$ cat src/rtl/axis_frame_stats.sv
// axis_frame_stats: passive AXI-Stream frame monitor.
// Counts bytes per frame from a popcount of tkeep (or full beats when keep is
// disabled), reports each completed frame's length and flags, and keeps
// running frame-count / min / max statistics. The stream is only observed.
module axis_frame_stats #(
  parameter int KEEP_WIDTH  = 8,
  parameter int KEEP_ENABLE = 1,
  parameter int LEN_WIDTH   = 16,
  parameter int COUNT_WIDTH = 32,
  parameter int MIN_LEN     = 60,
  parameter int MAX_LEN     = 1518
) (
  input  logic                   clk,
  input  logic                   rst,
  input  logic [KEEP_WIDTH-1:0]  monitor_axis_tkeep,
  input  logic                   monitor_axis_tvalid,
  input  logic                   monitor_axis_tready,
  input  logic                   monitor_axis_tlast,
  input  logic                   stat_clear,
  output logic [LEN_WIDTH-1:0]   frame_len,
  output logic                   frame_len_valid,
  output logic                   frame_runt,
  output logic                   frame_oversize,
  output logic                   frame_saturated,
  output logic [COUNT_WIDTH-1:0] stat_frame_count,
  output logic [LEN_WIDTH-1:0]   stat_min_len,
  output logic [LEN_WIDTH-1:0]   stat_max_len
);

  localparam int BYTES_W = $clog2(KEEP_WIDTH + 1);
  // Sum is one bit wider than the larger operand so an overflow is visible
  // before clamping, even when a single beat could exceed the length range.
  localparam int SUM_W   = ((LEN_WIDTH > BYTES_W) ? LEN_WIDTH : BYTES_W) + 1;
  // Threshold compares are done wide enough to hold both the length and a
  // 32-bit integer threshold without truncating either.
  localparam int CMP_W   = (LEN_WIDTH > 32) ? (LEN_WIDTH + 1) : 33;

  localparam logic [LEN_WIDTH-1:0]   LEN_ONES   = '1;
  localparam logic [COUNT_WIDTH-1:0] COUNT_ONES = '1;
  localparam logic [SUM_W-1:0]       LEN_MAX_W  = SUM_W'(LEN_ONES);
  localparam logic [CMP_W-1:0]       MIN_C      = CMP_W'(MIN_LEN);
  localparam logic [CMP_W-1:0]       MAX_C      = CMP_W'(MAX_LEN);

  // Frame tracking state
  logic                   in_frame_q, in_frame_d;
  logic [LEN_WIDTH-1:0]   acc_q, acc_d;
  logic                   sat_q, sat_d;

  // Per-frame result registers
  logic [LEN_WIDTH-1:0]   frame_len_q, frame_len_d;
  logic                   frame_len_valid_q, frame_len_valid_d;
  logic                   frame_runt_q, frame_runt_d;
  logic                   frame_oversize_q, frame_oversize_d;
  logic                   frame_saturated_q, frame_saturated_d;

  // Running statistics
  logic [COUNT_WIDTH-1:0] stat_frame_count_q, stat_frame_count_d;
  logic [LEN_WIDTH-1:0]   stat_min_len_q, stat_min_len_d;
  logic [LEN_WIDTH-1:0]   stat_max_len_q, stat_max_len_d;

  logic                   beat;
  logic [BYTES_W-1:0]     beat_bytes;
  logic [SUM_W-1:0]       sum_wide;
  logic                   sum_overflow;
  logic [LEN_WIDTH-1:0]   sum_len;
  logic                   sat_now;
  logic                   runt_now;
  logic                   oversize_now;

  assign beat = monitor_axis_tvalid & monitor_axis_tready;

  // Bytes carried by this beat: popcount of tkeep, or a full beat when keep is ignored
  always_comb begin
    beat_bytes = '0;
    if (KEEP_ENABLE != 0) begin
      for (int i = 0; i < KEEP_WIDTH; i++) begin
        beat_bytes = beat_bytes + BYTES_W'(monitor_axis_tkeep[i]);
      end
    end else begin
      beat_bytes = BYTES_W'(KEEP_WIDTH);
    end
  end

  // Running sum with clamping; the first beat of a frame restarts the count
  always_comb begin
    if (in_frame_q) begin
      sum_wide = SUM_W'(acc_q) + SUM_W'(beat_bytes);
    end else begin
      sum_wide = SUM_W'(beat_bytes);
    end
    sum_overflow = (sum_wide > LEN_MAX_W);
    sum_len      = sum_overflow ? LEN_ONES : sum_wide[LEN_WIDTH-1:0];
    sat_now      = sum_overflow | (in_frame_q & sat_q);
    runt_now     = (CMP_W'(sum_len) < MIN_C);
    oversize_now = (CMP_W'(sum_len) > MAX_C);
  end

  // Next-state for frame tracking, per-frame results and statistics
  always_comb begin
    in_frame_d         = in_frame_q;
    acc_d              = acc_q;
    sat_d              = sat_q;
    frame_len_d        = frame_len_q;
    frame_len_valid_d  = 1'b0;
    frame_runt_d       = frame_runt_q;
    frame_oversize_d   = frame_oversize_q;
    frame_saturated_d  = frame_saturated_q;

    // A clear is applied first so a frame ending in the same cycle is counted
    // against freshly cleared statistics.
    if (stat_clear) begin
      stat_frame_count_d = '0;
      stat_min_len_d     = LEN_ONES;
      stat_max_len_d     = '0;
    end else begin
      stat_frame_count_d = stat_frame_count_q;
      stat_min_len_d     = stat_min_len_q;
      stat_max_len_d     = stat_max_len_q;
    end

    if (beat) begin
      if (monitor_axis_tlast) begin
        frame_len_d       = sum_len;
        frame_len_valid_d = 1'b1;
        frame_runt_d      = runt_now;
        frame_oversize_d  = oversize_now;
        frame_saturated_d = sat_now;
        in_frame_d        = 1'b0;
        acc_d             = '0;
        sat_d             = 1'b0;

        if (stat_frame_count_d != COUNT_ONES) begin
          stat_frame_count_d = stat_frame_count_d + COUNT_WIDTH'(1);
        end
        if (sum_len < stat_min_len_d) begin
          stat_min_len_d = sum_len;
        end
        if (sum_len > stat_max_len_d) begin
          stat_max_len_d = sum_len;
        end
      end else begin
        in_frame_d = 1'b1;
        acc_d      = sum_len;
        sat_d      = sat_now;
      end
    end
  end

  // State registers; reset overrides clear and any beat in the same cycle
  always_ff @(posedge clk) begin
    if (rst) begin
      in_frame_q         <= 1'b0;
      acc_q              <= '0;
      sat_q              <= 1'b0;
      frame_len_q        <= '0;
      frame_len_valid_q  <= 1'b0;
      frame_runt_q       <= 1'b0;
      frame_oversize_q   <= 1'b0;
      frame_saturated_q  <= 1'b0;
      stat_frame_count_q <= '0;
      stat_min_len_q     <= LEN_ONES;
      stat_max_len_q     <= '0;
    end else begin
      in_frame_q         <= in_frame_d;
      acc_q              <= acc_d;
      sat_q              <= sat_d;
      frame_len_q        <= frame_len_d;
      frame_len_valid_q  <= frame_len_valid_d;
      frame_runt_q       <= frame_runt_d;
      frame_oversize_q   <= frame_oversize_d;
      frame_saturated_q  <= frame_saturated_d;
      stat_frame_count_q <= stat_frame_count_d;
      stat_min_len_q     <= stat_min_len_d;
      stat_max_len_q     <= stat_max_len_d;
    end
  end

  assign frame_len        = frame_len_q;
  assign frame_len_valid  = frame_len_valid_q;
  assign frame_runt       = frame_runt_q;
  assign frame_oversize   = frame_oversize_q;
  assign frame_saturated  = frame_saturated_q;
  assign stat_frame_count = stat_frame_count_q;
  assign stat_min_len     = stat_min_len_q;
  assign stat_max_len     = stat_max_len_q;

endmodule

$ cat config.mk
export PLATFORM = sky130hd
export DESIGN_NAME = axis_frame_stats
export DESIGN_NICKNAME = d
export VERILOG_FILES = /design/src/rtl/axis_frame_stats.sv
export SDC_FILE = /design/constraint.sdc
export NUM_CORES = 1
export LEC_CHECK = 0
export BUFFER_PORTS_ARGS = -buffer_cell sky130_fd_sc_hd__buf_2
export CORE_MARGIN = 2
export CORE_UTILIZATION = 62
export CTS_CLUSTER_DIAMETER = 30
export DETAILED_ROUTE_END_ITERATION = 10
export PLACE_DENSITY = 0.93
export SLEW_MARGIN = 20
export SYNTH_ARGS = -nofsm -noshare
export SYNTH_HDL_FRONTEND = slang
export SYNTH_SLANG_ARGS = --single-unit
$ cat constraint.sdc
create_clock -name clk -period 18.9 [get_ports clk]
set_clock_uncertainty 0.15 [all_clocks]
set_input_delay 3.78 -clock clk [delete_from_list [all_inputs] [get_ports clk]]
set_output_delay 3.78 -clock clk [all_outputs]
set_load 0.01 [all_outputs]
==> PnR_summary.wiki <==
{| class="wikitable"
! Metric !! Value
|-
| Run status || finished clean
|-
| Via density || 6.40
|-
| Overall fraction of global-route tracks in use || 0.313
|-
| Vias in the first global route || approximately 5,600
|-
| CTS Hold Bufs || 0
|-
| Element type at the critical path start || input port
|-
| Required time at the endpoint of the critical path || 19.05 ns
|-
| Worst ir drop on vdd || between 0.04 and 0.05 mV
|-
| Final Cycle Share || 0.539
|-
| Worst skew pair latency || around 0.37 ns
|-
| Fraction of final layout cells sized beyond drive strength 1 || 0.186
|-
| NumNets Final || about 890
|-
| Overall die area || between 10,000 and 15,000 um^2
|-
| Maximum level of the CTS H-tree || 3
|-
| Register clock-pin slew on the reported worst setup and hold paths || 0.10 ns
|-
| Metal1 wirelength || between 7000 and 8000 um
|-
| Boundary Pins || 98
|-
| R2R Setup Slk || approximately 14 ns
|-
| Highest metal layer with signal wires || met4
|-
| Kind of end point of the critical path || flip-flop
|-
| Async S/R FF share, synth || 0
|-
| Antenna violations before repair || 0
|-
| Effective utilization at floorplan || 0.640
|-
| DRT antenna net count || 0
|-
| Synthesis Warnings || 0
|-
| Area share of the largest cell type after synthesis || 0.325
|-
| Post-DP HPWL || 12,100 um
|-
| Portion of total power attributed to the clock network || 0.320
|-
| Detailed-routed wire length on met3 || 1830 um
|-
| Number of buffers inserted during clock tree synthesis || 9
|-
| Arrival time worst endpoint || ~10 ns
|-
| Netlist cell types || 68
|-
| Post-route setup slack || roughly 8.7 ns
|-
| Reported net switching power || around 0.00014 W
|-
| Maximum clock path buffer count || 2
|-
| Number of buffers inserted to repair setup after CTS || 0
|-
| Ant diodes || 0
|-
| Crit Path Max Fanout || 16
|-
| Grt total ovfl || 0
|-
| Worst-case headroom to the max-slew limit || 0.272
|-
| Buffer cell driving the clock tree root || sky130_fd_sc_hd__clkbuf_8
|-
| Cell types occupying the most area after synthesis || sky130_fd_sc_hd__dfxtp_1 (32%), sky130_fd_sc_hd__ha_1 (7.8%), sky130_fd_sc_hd__nor2_1 (6.6%), sky130_fd_sc_hd__mux2i_1 (4.9%), sky130_fd_sc_hd__nand2_1 (3.9%)
|-
| Wire length after detailed routing || between 15,000 and 20,000 um
|-
| Global-route wire length before repair || 27,900 um
|-
| Via count || just over 6,000
|-
| Internal power contribution || roughly 0.00032 W
|-
| Remaining routing DRC violations || 0
|-
| Max Cap Viol || 0
|-
| RSZ-0062 raised after global routing || no
|-
| Final setup TNS || 0 ns
|-
| Clock tree from TritonCTS || done
|-
| Pin count of the biggest net entering global routing || about 110
|-
| Post-synthesis instance area || approximately 6300 um^2
|-
| Post-CTS sizing || 0
|-
| Top flip-flop cell by instance count after synthesis || sky130_fd_sc_hd__dfxtp_1
|-
| Final-report max-slew violation count || 0
|-
| Core Rows || 36
|-
| Post-synthesis register bit count || 102
|-
| Per-instance average area after synthesis || 8.20 um^2
|-
| Average wire per standard cell || ~18 um
|-
| Critical path class || in2reg
|-
| Fin crit period || 10.19 ns
|-
| Hold Crit Class || reg2reg
|-
| Number of enable flip-flop cells after synthesis || 0
|-
| Worst-Margin Slew || 1.08 ns
|-
| Core Footprint || 9820 um^2
|-
| Leading cell type in the layout, fill and taps excluded || sky130_fd_sc_hd__nor2_1
|-
| Number of buffers inserted by port buffering || between 90 and 100
|-
| Most area-hungry cell type in the Yosys netlist || sky130_fd_sc_hd__dfxtp_1
|-
| Seq pwr share || 0.480
|-
| Portion of the post-synthesis area used by sequential elements || 0.325
|-
| Pre-CTS setup slack || approximately 8.4 ns
|-
| Width of the die || around 100 um
|-
| Fmax || 98.2 MHz
|-
| Initial detailed-routing violation count || between 500 and 600
|-
| RD Place Congestion || between 0.9 and 1
|-
| Number of iterations in the first detailed-routing pass || 6
|-
| Met2 wire len || between 7000 and 8000 um
|-
| Fin. Hold Viols || 0
|-
| Die height || 105 um
|-
| Area delta synth->final || 11.4%
|-
| Pwr dens || between 60 and 70 nW/um^2
|-
| Number of clock sinks seen by CTS || around 100
|-
| Combinational fraction of design power || 0.200
|-
| Number of cells produced by synthesis || 767
|-
| Synthesized net count || between 800 and 900
|-
| Top library cells by usage in the layout, fill and taps aside || sky130_fd_sc_hd__nor2_1 (110), sky130_fd_sc_hd__dfxtp_1 (102), sky130_fd_sc_hd__buf_2 (96), sky130_fd_sc_hd__nand2_1 (65), sky130_fd_sc_hd__nor3_1 (44)
|-
| Finish-stage setup viols || 0
|-
| Switching part of the total || 0.303
|-
| Leak pwr || 3.05 nW
|}
## registers in the layout, summed over array words and instances (netlist names)
signal and flops:
in_frame_q 1, frame_oversize 1, frame_len 16, stat_max_len 16, sat_q 1, stat_min_len 16
frame_runt 1, frame_saturated 1, acc_q 16, frame_len_valid 1, stat_frame_count 32
## worst max-delay path, cell delays in order
cell and delay [ns]:
sky130_fd_sc_hd__buf_2 0.11, sky130_fd_sc_hd__fa_1 0.54, sky130_fd_sc_hd__inv_1 0.06, sky130_fd_sc_hd__fa_1 0.50, sky130_fd_sc_hd__fa_1 0.41, sky130_fd_sc_hd__inv_1 0.06
sky130_fd_sc_hd__ha_1 0.16, sky130_fd_sc_hd__inv_1 0.05, sky130_fd_sc_hd__fa_1 0.49, sky130_fd_sc_hd__inv_1 0.07, sky130_fd_sc_hd__fa_1 0.49, sky130_fd_sc_hd__a211oi_4 0.48
sky130_fd_sc_hd__nor2_2 0.17, sky130_fd_sc_hd__xnor2_1 0.15, sky130_fd_sc_hd__o21ai_0 0.85, sky130_fd_sc_hd__ha_1 0.40, sky130_fd_sc_hd__nand4_1 0.13, sky130_fd_sc_hd__nor2_1 0.07
sky130_fd_sc_hd__a211oi_1 0.24, sky130_fd_sc_hd__o21a_1 0.16, sky130_fd_sc_hd__o211a_1 0.70, sky130_fd_sc_hd__mux2i_1 0.26
## cell type report
| class | instances | area, um^2 |
|---|---|---|
| Timing Repair Buffer | 103 | 533 |
| Sequential cell | 102 | 2040 |
| Fill cell | 779 | 2810 |
| Inverter | 23 | 86.3 |
| Multi-Input combinational cell | 596 | 3960 |
| Clock buffer | 12 | 165 |
| Clock inverter | 4 | 51.3 |
| Tap cell | 133 | 166 |
## routing by layer
metal  track usage  vias up
met2         0.470      413
met3        0.0505       66
met4         0.145        0
met1         0.439     2874
li1              -     2873
met5             0        -
## per-stage QoR
stage | util | cell area [um^2] | hold WS [ns] | instances | total power, W
after floorplan | - | 6290 | 0.300 | 767 | 0.000290
final | 0.713 | 7010 | 0.307 | 973 | 0.000466
after global placement | 0.690 | 6780 | 0.291 | 957 | 0.000313
after detailed placement | 0.690 | 6780 | 0.296 | 957 | 0.000317
after global routing | 0.713 | 7010 | 0.337 | 973 | 0.000482
after CTS | 0.713 | 7000 | 0.309 | 973 | 0.000462
## path summary, 6_finish.rpt
check,start,to,cells after the start
worst max-delay path,monitor_axis_tkeep[0],stat_min_len[5],22
worst min register to register,frame_len[15],frame_len[15],2
worst min-delay path,frame_len[15],frame_len[15],2
worst max register to register,acc_q[0],stat_min_len[5],13
## synthesized netlist by cell type, types with 3 or more instances
cell and number:
sky130_fd_sc_hd__mux2i_1 31, sky130_fd_sc_hd__nand2b_1 9, sky130_fd_sc_hd__buf_1 3, sky130_fd_sc_hd__nor2_1 110, sky130_fd_sc_hd__nand3b_1 3, sky130_fd_sc_hd__and4_1 4, sky130_fd_sc_hd__o21ai_0 15, sky130_fd_sc_hd__o21bai_1 6
sky130_fd_sc_hd__nor3b_1 3, sky130_fd_sc_hd__and3_1 8, sky130_fd_sc_hd__a2111oi_0 4, sky130_fd_sc_hd__a311oi_1 6, sky130_fd_sc_hd__nor2b_1 18, sky130_fd_sc_hd__ha_1 39, sky130_fd_sc_hd__or2_2 17, sky130_fd_sc_hd__nand2_1 65
sky130_fd_sc_hd__a31oi_1 7, sky130_fd_sc_hd__xnor2_1 25, sky130_fd_sc_hd__a211o_1 4, sky130_fd_sc_hd__and2_1 6, sky130_fd_sc_hd__or4_1 3, sky130_fd_sc_hd__or3_1 9, sky130_fd_sc_hd__o211ai_1 5, sky130_fd_sc_hd__nand4_1 13
sky130_fd_sc_hd__a22oi_1 12, sky130_fd_sc_hd__a21o_1 11, sky130_fd_sc_hd__a21oi_1 31, sky130_fd_sc_hd__nand3_1 19, sky130_fd_sc_hd__clkbuf_1 33, sky130_fd_sc_hd__nor4_1 10, sky130_fd_sc_hd__mux2_2 9, sky130_fd_sc_hd__dfxtp_1 102
sky130_fd_sc_hd__inv_1 21, sky130_fd_sc_hd__a41o_1 4, sky130_fd_sc_hd__a211oi_1 8, sky130_fd_sc_hd__buf_2 6, sky130_fd_sc_hd__o21a_1 4, sky130_fd_sc_hd__nor3_1 44, sky130_fd_sc_hd__fa_1 5
## power groups by stage
stage	Combinational (W)	Sequential (W)	Clock, W
floorplan	0.0000613	0.000229	0
global placement	0.0000851	0.000228	0
global route	0.000100	0.000224	0.000158
finish	0.0000931	0.000223	0.000149
CTS	0.0000900	0.000223	0.000149
detailed placement	0.0000886	0.000228	0
## logic make-up after synthesis
| kind of cell | after synthesis | synth area share |
|---|---|---|
| adder cells (fa/ha/maj) | 44 | 0.0935 |
| flip-flops | 102 | 0.325 |
| AO/OA/AOI/OAI | 135 | 0.153 |
| AND/OR/NAND/NOR | 349 | 0.276 |
| buffers and inverters | 69 | 0.0476 |
| multiplexers | 41 | 0.0673 |
| XOR/XNOR | 27 | 0.0376 |
No activity file was read; power rests on OpenSTA's default activity.
